**src/rtl/dma_pkg.sv**
```systemverilog
// Shared types and address-map rules for the DMA copy master.
package dma_pkg;

  localparam int unsigned ADDR_W = 8;
  localparam int unsigned DATA_W = 8;

  // Transfer sequencer states
  typedef enum logic [2:0] {
    ST_IDLE = 3'd0,
    ST_RD   = 3'd1,
    ST_WAIT = 3'd2,
    ST_WR   = 3'd3,
    ST_DONE = 3'd4
  } dma_state_t;

  // Address map: ROM below RAM_BASE, RAM, output ports, then input ports
  localparam logic [ADDR_W-1:0] RAM_BASE    = 8'h80;
  localparam logic [ADDR_W-1:0] IO_OUT_BASE = 8'hE0;
  localparam logic [ADDR_W-1:0] IO_IN_BASE  = 8'hF0;

  // Memory-side bus payload driven by the master
  typedef struct packed {
    logic [ADDR_W-1:0] address;
    logic              write;
    logic [DATA_W-1:0] wdata;
  } dma_bus_t;

  // Only RAM and output ports accept writes
  function automatic logic is_writable(input logic [ADDR_W-1:0] addr);
    logic in_ram;
    logic in_out;
    in_ram = (addr >= RAM_BASE) && (addr < IO_OUT_BASE);
    in_out = (addr >= IO_OUT_BASE) && (addr < IO_IN_BASE);
    return in_ram || in_out;
  endfunction

endpackage

```
**src/rtl/dma_addr_counter.sv**
```systemverilog
// Loadable 8-bit address up-counter with increment enable; wraps modulo 256.
module dma_addr_counter
  import dma_pkg::*;
(
  input  logic              clk,
  input  logic              reset,
  input  logic              load,
  input  logic [ADDR_W-1:0] load_value,
  input  logic              inc,
  output logic [ADDR_W-1:0] count
);

  // Load has priority over increment
  always_ff @(posedge clk or posedge reset) begin
    if (reset) begin
      count <= '0;
    end else if (load) begin
      count <= load_value;
    end else if (inc) begin
      count <= count + ADDR_W'(1);
    end
  end

endmodule

```
**src/rtl/dma_copy_master.sv**
```systemverilog
// Block-copy bus master: reads a byte, writes it to the destination, repeats.
// Writes to ROM or input ports are suppressed and flagged on a sticky error.
// Optional fill mode (single-cycle writes of a constant) under `DMA_FILL_EN.
module dma_copy_master
  import dma_pkg::*;
(
  input  logic              clk,
  input  logic              reset,
  input  logic              start,
  input  logic [ADDR_W-1:0] src_addr,
  input  logic [ADDR_W-1:0] dst_addr,
  input  logic [ADDR_W-1:0] length,
`ifdef DMA_FILL_EN
  input  logic              fill,
  input  logic [DATA_W-1:0] fill_value,
`endif
  output logic              busy,
  output logic              done,
  output logic              error,
  output logic [ADDR_W-1:0] address,
  output logic              write,
  output logic [DATA_W-1:0] wdata,
  input  logic [DATA_W-1:0] rdata
);

  dma_state_t        state_q, state_d;
  dma_bus_t          bus_q, bus_d;
  logic              busy_q, busy_d;
  logic              done_q, done_d;
  logic              error_q, error_d;
  logic [ADDR_W-1:0] remaining_q, remaining_d;

  logic              addr_load;
  logic              src_inc;
  logic              dst_inc;
  logic [ADDR_W-1:0] src_q;
  logic [ADDR_W-1:0] dst_q;

`ifdef DMA_FILL_EN
  logic              fill_q;
  logic [DATA_W-1:0] fill_value_q;
  logic [ADDR_W-1:0] dst_step;

  assign dst_step = dst_q + ADDR_W'(1);
`endif

  // Source and destination address counters
  dma_addr_counter u_src_cnt (
    .clk        (clk),
    .reset      (reset),
    .load       (addr_load),
    .load_value (src_addr),
    .inc        (src_inc),
    .count      (src_q)
  );

  dma_addr_counter u_dst_cnt (
    .clk        (clk),
    .reset      (reset),
    .load       (addr_load),
    .load_value (dst_addr),
    .inc        (dst_inc),
    .count      (dst_q)
  );

  // Next state and next registered outputs; bus is idle unless set below
  always_comb begin
    state_d     = state_q;
    bus_d       = '0;
    busy_d      = 1'b0;
    done_d      = 1'b0;
    error_d     = error_q;
    remaining_d = remaining_q;
    addr_load   = 1'b0;
    src_inc     = 1'b0;
    dst_inc     = 1'b0;

    case (state_q)
      ST_IDLE: begin
        if (start) begin
          addr_load   = 1'b1;
          remaining_d = length;
          error_d     = 1'b0;
          busy_d      = 1'b1;
          if (length == '0) begin
            state_d = ST_DONE;
            done_d  = 1'b1;
`ifdef DMA_FILL_EN
          end else if (fill) begin
            state_d       = ST_WR;
            bus_d.address = dst_addr;
            bus_d.write   = is_writable(dst_addr);
            bus_d.wdata   = fill_value;
            error_d       = !is_writable(dst_addr);
`endif
          end else begin
            state_d       = ST_RD;
            bus_d.address = src_addr;
          end
        end
      end

      ST_RD: begin
        state_d       = ST_WAIT;
        busy_d        = 1'b1;
        bus_d.address = src_q;
      end

      // rdata is valid now; it goes straight into the wdata register
      ST_WAIT: begin
        state_d       = ST_WR;
        busy_d        = 1'b1;
        src_inc       = 1'b1;
        bus_d.address = dst_q;
        bus_d.write   = is_writable(dst_q);
        bus_d.wdata   = rdata;
        if (!is_writable(dst_q)) begin
          error_d = 1'b1;
        end
      end

      ST_WR: begin
        busy_d      = 1'b1;
        dst_inc     = 1'b1;
        remaining_d = remaining_q - ADDR_W'(1);
        if (remaining_q == ADDR_W'(1)) begin
          state_d = ST_DONE;
          done_d  = 1'b1;
`ifdef DMA_FILL_EN
        end else if (fill_q) begin
          state_d       = ST_WR;
          bus_d.address = dst_step;
          bus_d.write   = is_writable(dst_step);
          bus_d.wdata   = fill_value_q;
          if (!is_writable(dst_step)) begin
            error_d = 1'b1;
          end
`endif
        end else begin
          state_d       = ST_RD;
          bus_d.address = src_q;
        end
      end

      ST_DONE: begin
        state_d = ST_IDLE;
      end

      default: begin
        state_d = ST_IDLE;
      end
    endcase
  end

  // State and output registers
  always_ff @(posedge clk or posedge reset) begin
    if (reset) begin
      state_q     <= ST_IDLE;
      bus_q       <= '0;
      busy_q      <= 1'b0;
      done_q      <= 1'b0;
      error_q     <= 1'b0;
      remaining_q <= '0;
    end else begin
      state_q     <= state_d;
      bus_q       <= bus_d;
      busy_q      <= busy_d;
      done_q      <= done_d;
      error_q     <= error_d;
      remaining_q <= remaining_d;
    end
  end

`ifdef DMA_FILL_EN
  // Fill configuration captured on an accepted start
  always_ff @(posedge clk or posedge reset) begin
    if (reset) begin
      fill_q       <= 1'b0;
      fill_value_q <= '0;
    end else if (addr_load) begin
      fill_q       <= fill;
      fill_value_q <= fill_value;
    end
  end
`endif

  assign busy    = busy_q;
  assign done    = done_q;
  assign error   = error_q;
  assign address = bus_q.address;
  assign write   = bus_q.write;
  assign wdata   = bus_q.wdata;

endmodule

```
**config.mk**
```make
export PLATFORM = sky130hd
export DESIGN_NAME = dma_copy_master
export DESIGN_NICKNAME = d
export VERILOG_FILES = /design/src/rtl/dma_pkg.sv /design/src/rtl/dma_addr_counter.sv /design/src/rtl/dma_copy_master.sv
export SDC_FILE = /design/constraint.sdc
export NUM_CORES = 1
export LEC_CHECK = 0
export CAP_MARGIN = 30
export CORE_ASPECT_RATIO = 1.75
export CORE_UTILIZATION = 25
export DETAILED_ROUTE_END_ITERATION = 8
export HOLD_SLACK_MARGIN = 0.15
export PLACE_DENSITY = 0.53
export REMOVE_ABC_BUFFERS = 1
export SYNTH_ARGS = -nofsm -noshare
export SYNTH_HDL_FRONTEND = slang
export SYNTH_HIERARCHICAL = 1
export SYNTH_SLANG_ARGS = --single-unit
```
**constraint.sdc**
```tcl
create_clock -name clk -period 4.2 [get_ports clk]
set_input_delay 0.63 -clock clk [delete_from_list [all_inputs] [get_ports clk]]
set_output_delay 0.63 -clock clk [all_outputs]
set_load 0.02 [all_outputs]
```
==> flow_metrics.tcl, run 1 <==
set metrics [dict create \
    synth_largest_area_cell "dfrtp_1" \
    port_buffers 54 \
    cts_buffer_depth 2 \
    cts_hold_buf 0 \
    grt_pass1_vias 1997 \
    critical_path_arrival_ns 2.84 \
    ys_ff_latch 47 \
    maxSlewHeadroom_pct 57.1 \
    place_inst 401 \
    nNetsFinal 327 \
    power_mw 2.25 \
    synth-async-reset-ratio_pct 100 \
    seq_area_um2 1180 \
    fillers 973 \
    finClkSkew_ns 0.00655 \
    ir_drop_uv 217 \
    seq_power_share_pct 38.2 \
    p_leak_nw 1.28 \
    synth_edf_count 0 \
    gp_congestion 0.815 \
    layoutNonFillerInstCount 409 \
    cts_setup_buffers 0 \
    numCtsBuffers 5 \
    finalHoldViolCount 0 \
    period_share_pct 62.2 \
    yosysWarnings 6 \
    finalInstanceArea_um2 3190 \
    dpl_worst_slack_ns 1.29 \
    finalSetupTns_ns 0 \
    ant_nets 0 \
    wl_um 6080 \
    whs_ns 0.509 \
    place_hpwl_um 4540 \
    ys.flop_type "dfrtp_1" \
    cp_data_required_time_ns 4.43 \
    combPwrFrac_pct 41.1 \
    firstDrtPassIters 4 \
    syn_inst 236 \
    post_cts_resized 0 \
    fin_crit_ns 2.61 \
    final_core_util_pct 35.1 \
    rows 46 \
    setup_ws_ns 1.59 \
    tightest_slew_ns 0.643 \
    start_util_pct 25.8 \
    cts-root-buf "clkbuf_16" \
    grt_pass1_wl_um 9860 \
    setup_violations 0 \
    multi_input_area_um2 1090 \
    overflow 0 \
    drtIter0Drc 107 \
    placed_area_um2 3020 \
    clkTransAtPathRegs_ns 0.07 \
    vias_per_cell 4.78 \
    maxCapViolCount 0 \
    ys_seq_area_share_pct 50.2 \
    cellPowerDensity_nw_per_um2 705 \
    wire_per_inst_um 14.9 \
    maxSlewViolCount 0 \
    internal_power_mw 1.37 \
    switching_share_pct 39.1 \
    drc 0 \
    areaGrowthSynthToFinish_pct 36.0 \
    synth.top_cell.area_share_pct 50.2 \
    synth_area_um2 2340 \
    grt_antenna_before_repair 0 \
    dieArea_um2 9790 \
    die_x_um 75.2 \
    synthTopCellsByCount "dfrtp_1, nand2_1, o21ai_0" \
    status "complete, no violations" \
    rsz0062_at_grt "false" \
    drive_gt1_share_pct 7.96 \
    clock_latency_ns 0.29 \
    grt_max_degree 32 \
    cts_tree "yes" \
    io_pins 55 \
    worstSetupPathType "primary input to flop" \
    h-tree-depth 2 \
    cp-start-kind "primary input" \
    synth_most_common_cell "dfrtp_1" \
    fmax_mhz 383 \
    cts_sinks 47 \
    crit_path_end_kind "flop" \
    hold_class "flop to flop" \
    diodes 0 \
    grt_usage_pct 13.6 \
    route.vias.total 1956 \
    path_max_fanout 20 \
    synthTopCellsByArea "dfrtp_1, and2_1, o21ai_0" \
    synthDistinctLibCells 44 \
    coreArea_um2 9090 \
    pwr-share-clk_pct 20.7 \
    power_switching_mw 0.879 \
    avgSynthCellArea_um2 9.94 \
    die_h_um 130 \
]
worst paths after layout:
path | startpoint | end | slack (ns) | cells after the start
max in group asynchronous | reset | error$_DFFE_PP0P_ | 3.12 | 3
min reg2reg | error$_DFFE_PP0P_ | error$_DFFE_PP0P_ | 0.51 | 2
min | error$_DFFE_PP0P_ | error$_DFFE_PP0P_ | 0.51 | 2
min in group asynchronous | reset | u_dst_cnt/count[5]$_DFFE_PP0P_ | 0.65 | 2
max | start | address[4]$_DFF_PP0_ | 1.59 | 6
max reg2reg | state_q[2]$_DFFE_PP0P_ | u_dst_cnt/count[6]$_DFFE_PP0P_ | 1.88 | 5
critical path: stages:
cell	delay [ns]
clkdlybuf4s50_1	0.50
or3b_2	0.53
nor2_2	0.34
buf_4	0.30
and2_1	0.34
a221o_1	0.20
power groups by stage:
stage | sequential (mW) | combinational (mW) | clock (mW)
3_3_place_gp | 0.865 | 0.901 | 0
2_1_floorplan | 0.885 | 0.532 | 0
5_1_grt | 0.891 | 1.03 | 0.492
3_5_place_dp | 0.866 | 0.927 | 0
6_report | 0.860 | 0.924 | 0.464
4_1_cts | 0.857 | 0.930 | 0.478
placed cells by master, fill, tap and decap left out, types with 3 or more instances in the layout:
cell             netlist  routed
buf_4                  0       4
nor4_1                 3       3
inv_1                  7       7
nor2b_1                6       6
nor2_1                 6       5
xnor2_1                3       3
and2_1                17      17
a21oi_1               10      10
a221o_1                8       8
nand4_1                6       6
o21ai_1                4       4
clkdlybuf4s50_1        0      54
nand3_1               11      11
nand2_1               26      26
o21ai_0               20      20
clkbuf_16              0       5
or4_1                  6       6
xor2_1                 6       6
dfrtp_1               47      47
ha_1                   4       4
nand3b_1               3       3
sequential cells by signal, summed over array words and instances (netlist names):
signal,cells
u_dst_cnt/count,8
busy,1
remaining_q,8
address,8
wdata,8
state_q,3
error,1
u_src_cnt/count,8
done,1
write,1
routing by layer:
layer | global-route usage, % | vias to the layer above | wire length (um)
met4 | 5.45 | 0 | 102
met2 | 24.2 | 48 | 3270
met5 | 0 | - | 0
met1 | 15.2 | 951 | 2400
li1 | - | 952 | -
met3 | 3.09 | 5 | 307
logic make-up (layout without fill, tap and decap cells):
logic type | Yosys count | count (layout) | synth area share (%)
buffers and inverters | 20 | 73 | 3.52
multiplexers | 2 | 2 | 0.854
AO/OA/AOI/OAI | 58 | 58 | 16.3
AND/OR/NAND/NOR | 96 | 96 | 23.6
adder cells (fa/ha/maj) | 4 | 4 | 2.13
flip-flops | 47 | 47 | 50.2
XOR/XNOR | 9 | 9 | 3.36
final cells by class:
class                      count  share of cell area [%]
clock buffer                   5                    3.92
multi-input combinational    169                    34.3
inverter                       7                   0.824
tap                          120                    4.71
sequential                    47                    36.9
timing repair buffer          58                    17.9
clock inverter                 3                    1.49
No activity file was read; power rests on OpenSTA's default activity.
==> inputs of run 2 (changes only) <==
Settings changed: PLACE_DENSITY 0.53 to 0.54.
Clock period 4.2 ns to 2.2 ns, I/O delays scaled along.
==> run 2 against run 1 <==
First-iteration DRC count decreased by 46%. Sequential power increased by 90%. Worst hold slack got worse by 0.15 ns. Flip-flop and latch count unchanged. Wire length decreased by 1.7%. Sequential share of layout area decreased by 0.61 points. Core utilization increased by 0.59 points. Global-route usage decreased by 0.63 points. Non-clock buffer count increased by 5.
==> flow_metrics.tcl, run 2 (same netlist as run 1, synthesis figures left out) <==
set metrics [dict create \
    status "complete, no violations" \
    crit_chain "or4_4 > nor4b_4 > a21oi_2 > a221o_1" \
    start_util_pct 25.8 \
    final_common_cell "clkdlybuf4s50_1" \
    final_cell_mix "clkdlybuf4s50_1, dfrtp_1, nand2_1" \
    r2r-end "address[2]$_DFF_PP0_" \
    placed_area_um2 3050 \
    finClkSkew_ns 0.00737 \
    max_stage_delay_ns 0.58 \
    r2r_cells 4 \
    route.vias.total 1935 \
    finalHoldViolCount 0 \
    wl_um 5980 \
    fillers 969 \
    die_h_um 130 \
    port_buffers 54 \
    ant_nets 0 \
    fmax_mhz 492 \
    cts_tree "yes" \
    drive_gt1_share_pct 9.18 \
    period_share_pct 92.3 \
    firstDrtPassIters 4 \
    hold_class "primary input to async pin" \
    clock_latency_ns 0.29 \
    cts_setup_buffers 0 \
    nNetsFinal 332 \
    critical_path_arrival_ns 2.20 \
    overflow 0 \
    rows 46 \
    dieArea_um2 9790 \
    fin_crit_ns 2.03 \
    multi_input_area_um2 1090 \
    cellPowerDensity_nw_per_um2 1360 \
    grt_pass1_vias 1969 \
    grt_antenna_before_repair 0 \
    drtIter0Drc 58 \
    ff2ff_setup_slack_ns 0.17 \
    grt_max_degree 32 \
    worstSetupPathType "flop to flop" \
    path_max_fanout 8 \
    maxCapViolCount 0 \
    crit_path_end_kind "flop" \
    clkTransAtPathRegs_ns 0.07 \
    cp_data_required_time_ns 2.37 \
    cts_sinks 47 \
    post_cts_resized 0 \
    cp-start-kind "flop" \
    dpl_worst_slack_ns 0.0297 \
    ir_drop_uv 456 \
    cts-root-buf "clkbuf_16" \
    gp_congestion 0.816 \
    grt_usage_pct 12.9 \
    maxSlewHeadroom_pct 71.9 \
    grt_pass1_wl_um 9380 \
    rsz0062_at_grt "false" \
    crit_path_top_delay_cell "or4_4" \
    cp-startpoint "remaining_q[3]$_DFFE_PP0P_" \
    vias_per_cell 4.67 \
    io_pins 55 \
    place_hpwl_um 4550 \
    seq_area_um2 1180 \
    cts_buffer_depth 2 \
    h-tree-depth 2 \
    areaGrowthSynthToFinish_pct 38.3 \
    drc 0 \
    wire_per_inst_um 14.4 \
    coreArea_um2 9090 \
    worstReg2RegStart "remaining_q[3]$_DFFE_PP0P_" \
    p_leak_nw 1.32 \
    die_x_um 75.2 \
    setup_ws_ns 0.169 \
    finalInstanceArea_um2 3240 \
    cts_hold_buf 0 \
    diodes 0 \
    setup_violations 0 \
    maxSlewViolCount 0 \
    tightest_slew_ns 0.422 \
    numCtsBuffers 5 \
]
==> run 2: cell count changes in the layout (fill, tap and decap cells not counted), sizes merged <==
cell    previous run  this run
buf                4         9
bufinv             1         2
clkbuf             5         6
clkinv             1         0
inv                8         7
==> run 2: layer usage <==
metal / routed length (um) / GRT usage, %
met5: 0 / 0
met4: 91 / 4.68
met3: 255 / 3.32
met2: 3250 / 23.8
met1: 2390 / 13.8
==> run 2: worst max-delay path, delay by kind of cell, from the launching register on <==
kind             cells  cell delay [ns]
AND/OR/NAND/NOR      2             0.95
AO/OA/AOI/OAI        2             0.58
flip-flops           1             0.39
==> run 2: cell type report <==
| class | count | area share, % |
|---|---|---|
| clock buffer | 6 | 3.97 |
| clock inverter | 2 | 1.85 |
| inverter | 7 | 0.810 |
| multi-input combinational | 169 | 33.7 |
| sequential | 47 | 36.3 |
| tap | 120 | 4.63 |
| timing repair buffer | 63 | 18.7 |
==> run 2: worst max path at each step <==
stage | to | slack, ns | cells after the start
after CTS | address[2]$_DFF_PP0_ | 0.14 | 4
final | address[2]$_DFF_PP0_ | 0.17 | 4
after global routing | address[4]$_DFF_PP0_ | 0.10 | 4
after detailed placement | address[2]$_DFF_PP0_ | 0.03 | 5
after global placement | address[2]$_DFF_PP0_ | 0.07 | 5
after floorplan | address[0]$_DFF_PP0_ | -0.49 | 4
==> run 2: per-stage QoR <==
stage	TNS, ns	hold slack [ns]	instances	util, %	power (mW)
3_5_place_dp	0	0.511	406	33.6	3.48
2_1_floorplan	-8.21	0.146	223	-	2.71
5_1_grt	0	0.421	414	35.7	4.73
4_1_cts	0	0.364	414	35.7	4.47
3_3_place_gp	0	0.502	406	33.6	3.44
6_report	0	0.357	414	35.7	4.42
==> run 2: where the power goes <==
group | internal (mW) | switching, mW
registers | 1.24 | 0.389
logic | 0.887 | 0.939
clock network | 0.652 | 0.318
total | 2.78 | 1.65
==> patch, RTL diff (settings of run 2) <==
Set the package constant `DATA_W` to 6 (it was 8).
--- a/src/rtl/dma_pkg.sv
+++ b/src/rtl/dma_pkg.sv
@@ -2,7 +2,7 @@
 package dma_pkg;
 
   localparam int unsigned ADDR_W = 8;
-  localparam int unsigned DATA_W = 8;
+  localparam int unsigned DATA_W = 6;
 
   // Transfer sequencer states
   typedef enum logic [2:0] {
Ports: changed (resized rdata and wdata); port bits go from 55 to 51. The function was not compared with the original's and may differ.
==> patch against run 2 <==
- total power down 10%
- cell area fell by 5.4%
- sequential cell count down 2
- wire length down 2.4%
- final cell count down 5.8%
- fmax rose by 7.6%
- worst setup slack better by 0.14 ns
- synthesized area is 3.0% lower
- global-route usage rose by 0.089 points
==> patch: results (changes against run 2) <==
Synth
Top cells by area, synth: sky130_fd_sc_hd__dfrtp_1 (50%), sky130_fd_sc_hd__and2_1 (4.1%), sky130_fd_sc_hd__a221o_1 (4.0%), sky130_fd_sc_hd__nand2_1 (3.3%), sky130_fd_sc_hd__nand3_1 (3.3%) (was sky130_fd_sc_hd__dfrtp_1 (50%), sky130_fd_sc_hd__and2_1 (4.5%), sky130_fd_sc_hd__o21ai_0 (4.3%), sky130_fd_sc_hd__nand2_1 (4.2%), sky130_fd_sc_hd__a221o_1 (3.4%)). The number of different library cells in the post-synthesis netlist is 41 (was 44). The part of the Yosys area used for sequential elements is 49.53% (was 50.16%).

Top post-synthesis cells by count: sky130_fd_sc_hd__dfrtp_1 (45), sky130_fd_sc_hd__nand2_1 (20), sky130_fd_sc_hd__and2_1 (15), sky130_fd_sc_hd__nand3_1 (15), sky130_fd_sc_hd__o21ai_0 (13) (was sky130_fd_sc_hd__dfrtp_1 (47), sky130_fd_sc_hd__nand2_1 (26), sky130_fd_sc_hd__o21ai_0 (20), sky130_fd_sc_hd__and2_1 (17), sky130_fd_sc_hd__nand3_1 (11)). The number of cells produced by synthesis is 218 (was 236).

Worst setup path
The gate family responsible for the most delay along the worst path is compound AO/OA/AOI/OAI gates (was simple AND/OR/NAND/NOR gates). The cell count of the worst reg-to-reg path is 3 (was 4). The endpoint of the worst setup timing path is address[3] (was address[2]). The arrival time at the worst endpoint is 2.04 ns (was 2.20 ns). The cell type of the slowest stage on the worst timing path is sky130_fd_sc_hd__dfrtp_1 (was sky130_fd_sc_hd__or4_4). The stage delay of the slowest cell on the critical path is 0.47 ns (was 0.58 ns).

Global routing
The initial antenna violation count is 0 (unchanged). The number of global-route vias before repair is 1826 (was 1969). The first-pass GRT wire length was 9128 µm (was 9384 µm). The global router's overall resource usage is 13.02% (was 12.93%).

Placement
The cell count after placement came to 383 (was 406). The placed wire-length estimate is 4465 µm (was 4552 µm). The setup slack at placement is 0.1929 ns (was 0.02966 ns).

The weighted congestion reported at the end of routability-driven placement was 0.8084 (was 0.8155). The total placed instance area is 2927 µm² (was 3054 µm²). The number of buffer cells added on primary ports was 50 (was 54).

STA
The final clock period utilization by the worst path is 85.85% (was 92.34%). The setup skew after layout is 0.007228 ns (was 0.007372 ns). The transition time of the tightest slew-check pin is 0.7952 ns (was 0.4217 ns). The number of failing setup endpoints in the final timing report is 0 (unchanged).

Power and ir drop
The standby leakage power is 1.241 nW (was 1.315 nW). The peak ir drop on the vdd network is 0.3479 mV (was 0.4556 mV).

Finish
The share of post-route cells with drive strength above 1 is 9.158% (was 9.184%). The relative area change from synthesis to final layout is 35.00% (was 38.31%). The number of fill cells is 903 (was 969). The number of nets in the layout is 310 (was 332).

Drt
The number of vias per cell was 4.782 (was 4.674). The total wire length after detailed routing is 5836 µm (was 5981 µm). The first-iteration detailed-routing DRC count came to 74 (was 58). The total via count after detailed routing is 1865 (was 1935).

Clock tree
The buffers inserted during post-CTS setup optimization was 0 (unchanged). The root buffer selected by CTS is sky130_fd_sc_hd__clkbuf_16 (unchanged).

Outcome
Run status: finished, final reports clean (unchanged).
[patch: changes by cell type in the layout (fill, tap and decap cells not counted), sizes merged, moves of 3 or more]
cell	run 2	this run
a21oi	12	1
o21ai	24	17
a311oi	0	6
nand2	26	20
clkdlybuf4s50	54	50
nand3	11	15
mux2i	2	5
[patch: kinds of logic after synthesis]
| kind of cell | share of synthesized area, % |
|---|---|
| buf+inv | 4.238 |
| mux | 2.697 |
| xor+xnor | 3.467 |
| fa+ha+maj | 2.202 |
| flops | 49.53 |
| simple gates | 23.78 |
| compound gates | 14.09 |
[patch: area by class of cell]
class | count | share of cell area (%)
Inverter | 8 | 1.141
Timing Repair Buffer | 59 | 18.51
Sequential cell | 45 | 36.69
Tap cell | 117 | 4.770
Clock buffer | 7 | 4.647
Multi-Input combinational cell | 154 | 34.24
[patch: where the power goes]
| part | switching [mW] | total, mW | internal, mW | leakage [nW] |
|---|---|---|---|---|
| sequential | 0.412 | 1.60 | 1.19 | 0.551 |
| combinational | 0.811 | 1.61 | 0.800 | 0.620 |
| clock | 0.302 | 0.748 | 0.446 | 0.0700 |
[patch: worst min path at each step]
| stage | from | to | slack (ns) | cells past startpoint |
|---|---|---|---|---|
| after floorplan | reset | u_dst_cnt/count[0] | 0.15 | 1 |
| after global placement | remaining_q[7] | remaining_q[7] | 0.48 | 1 |
| after detailed placement | remaining_q[7] | remaining_q[7] | 0.48 | 1 |
| after CTS | reset | u_src_cnt/count[0] | 0.38 | 2 |
| after global routing | reset | u_src_cnt/count[0] | 0.40 | 2 |
| final | reset | u_dst_cnt/count[5] | 0.36 | 2 |
[patch: routing by layer]
layer  GRT usage [%]  up-vias  share of wire, %
li1                -      911                 -
met1           13.33      916                37
met2           24.17       29                57
met3           2.358        9               2.7
met4           6.561        0               2.8
met5               0        -                 0
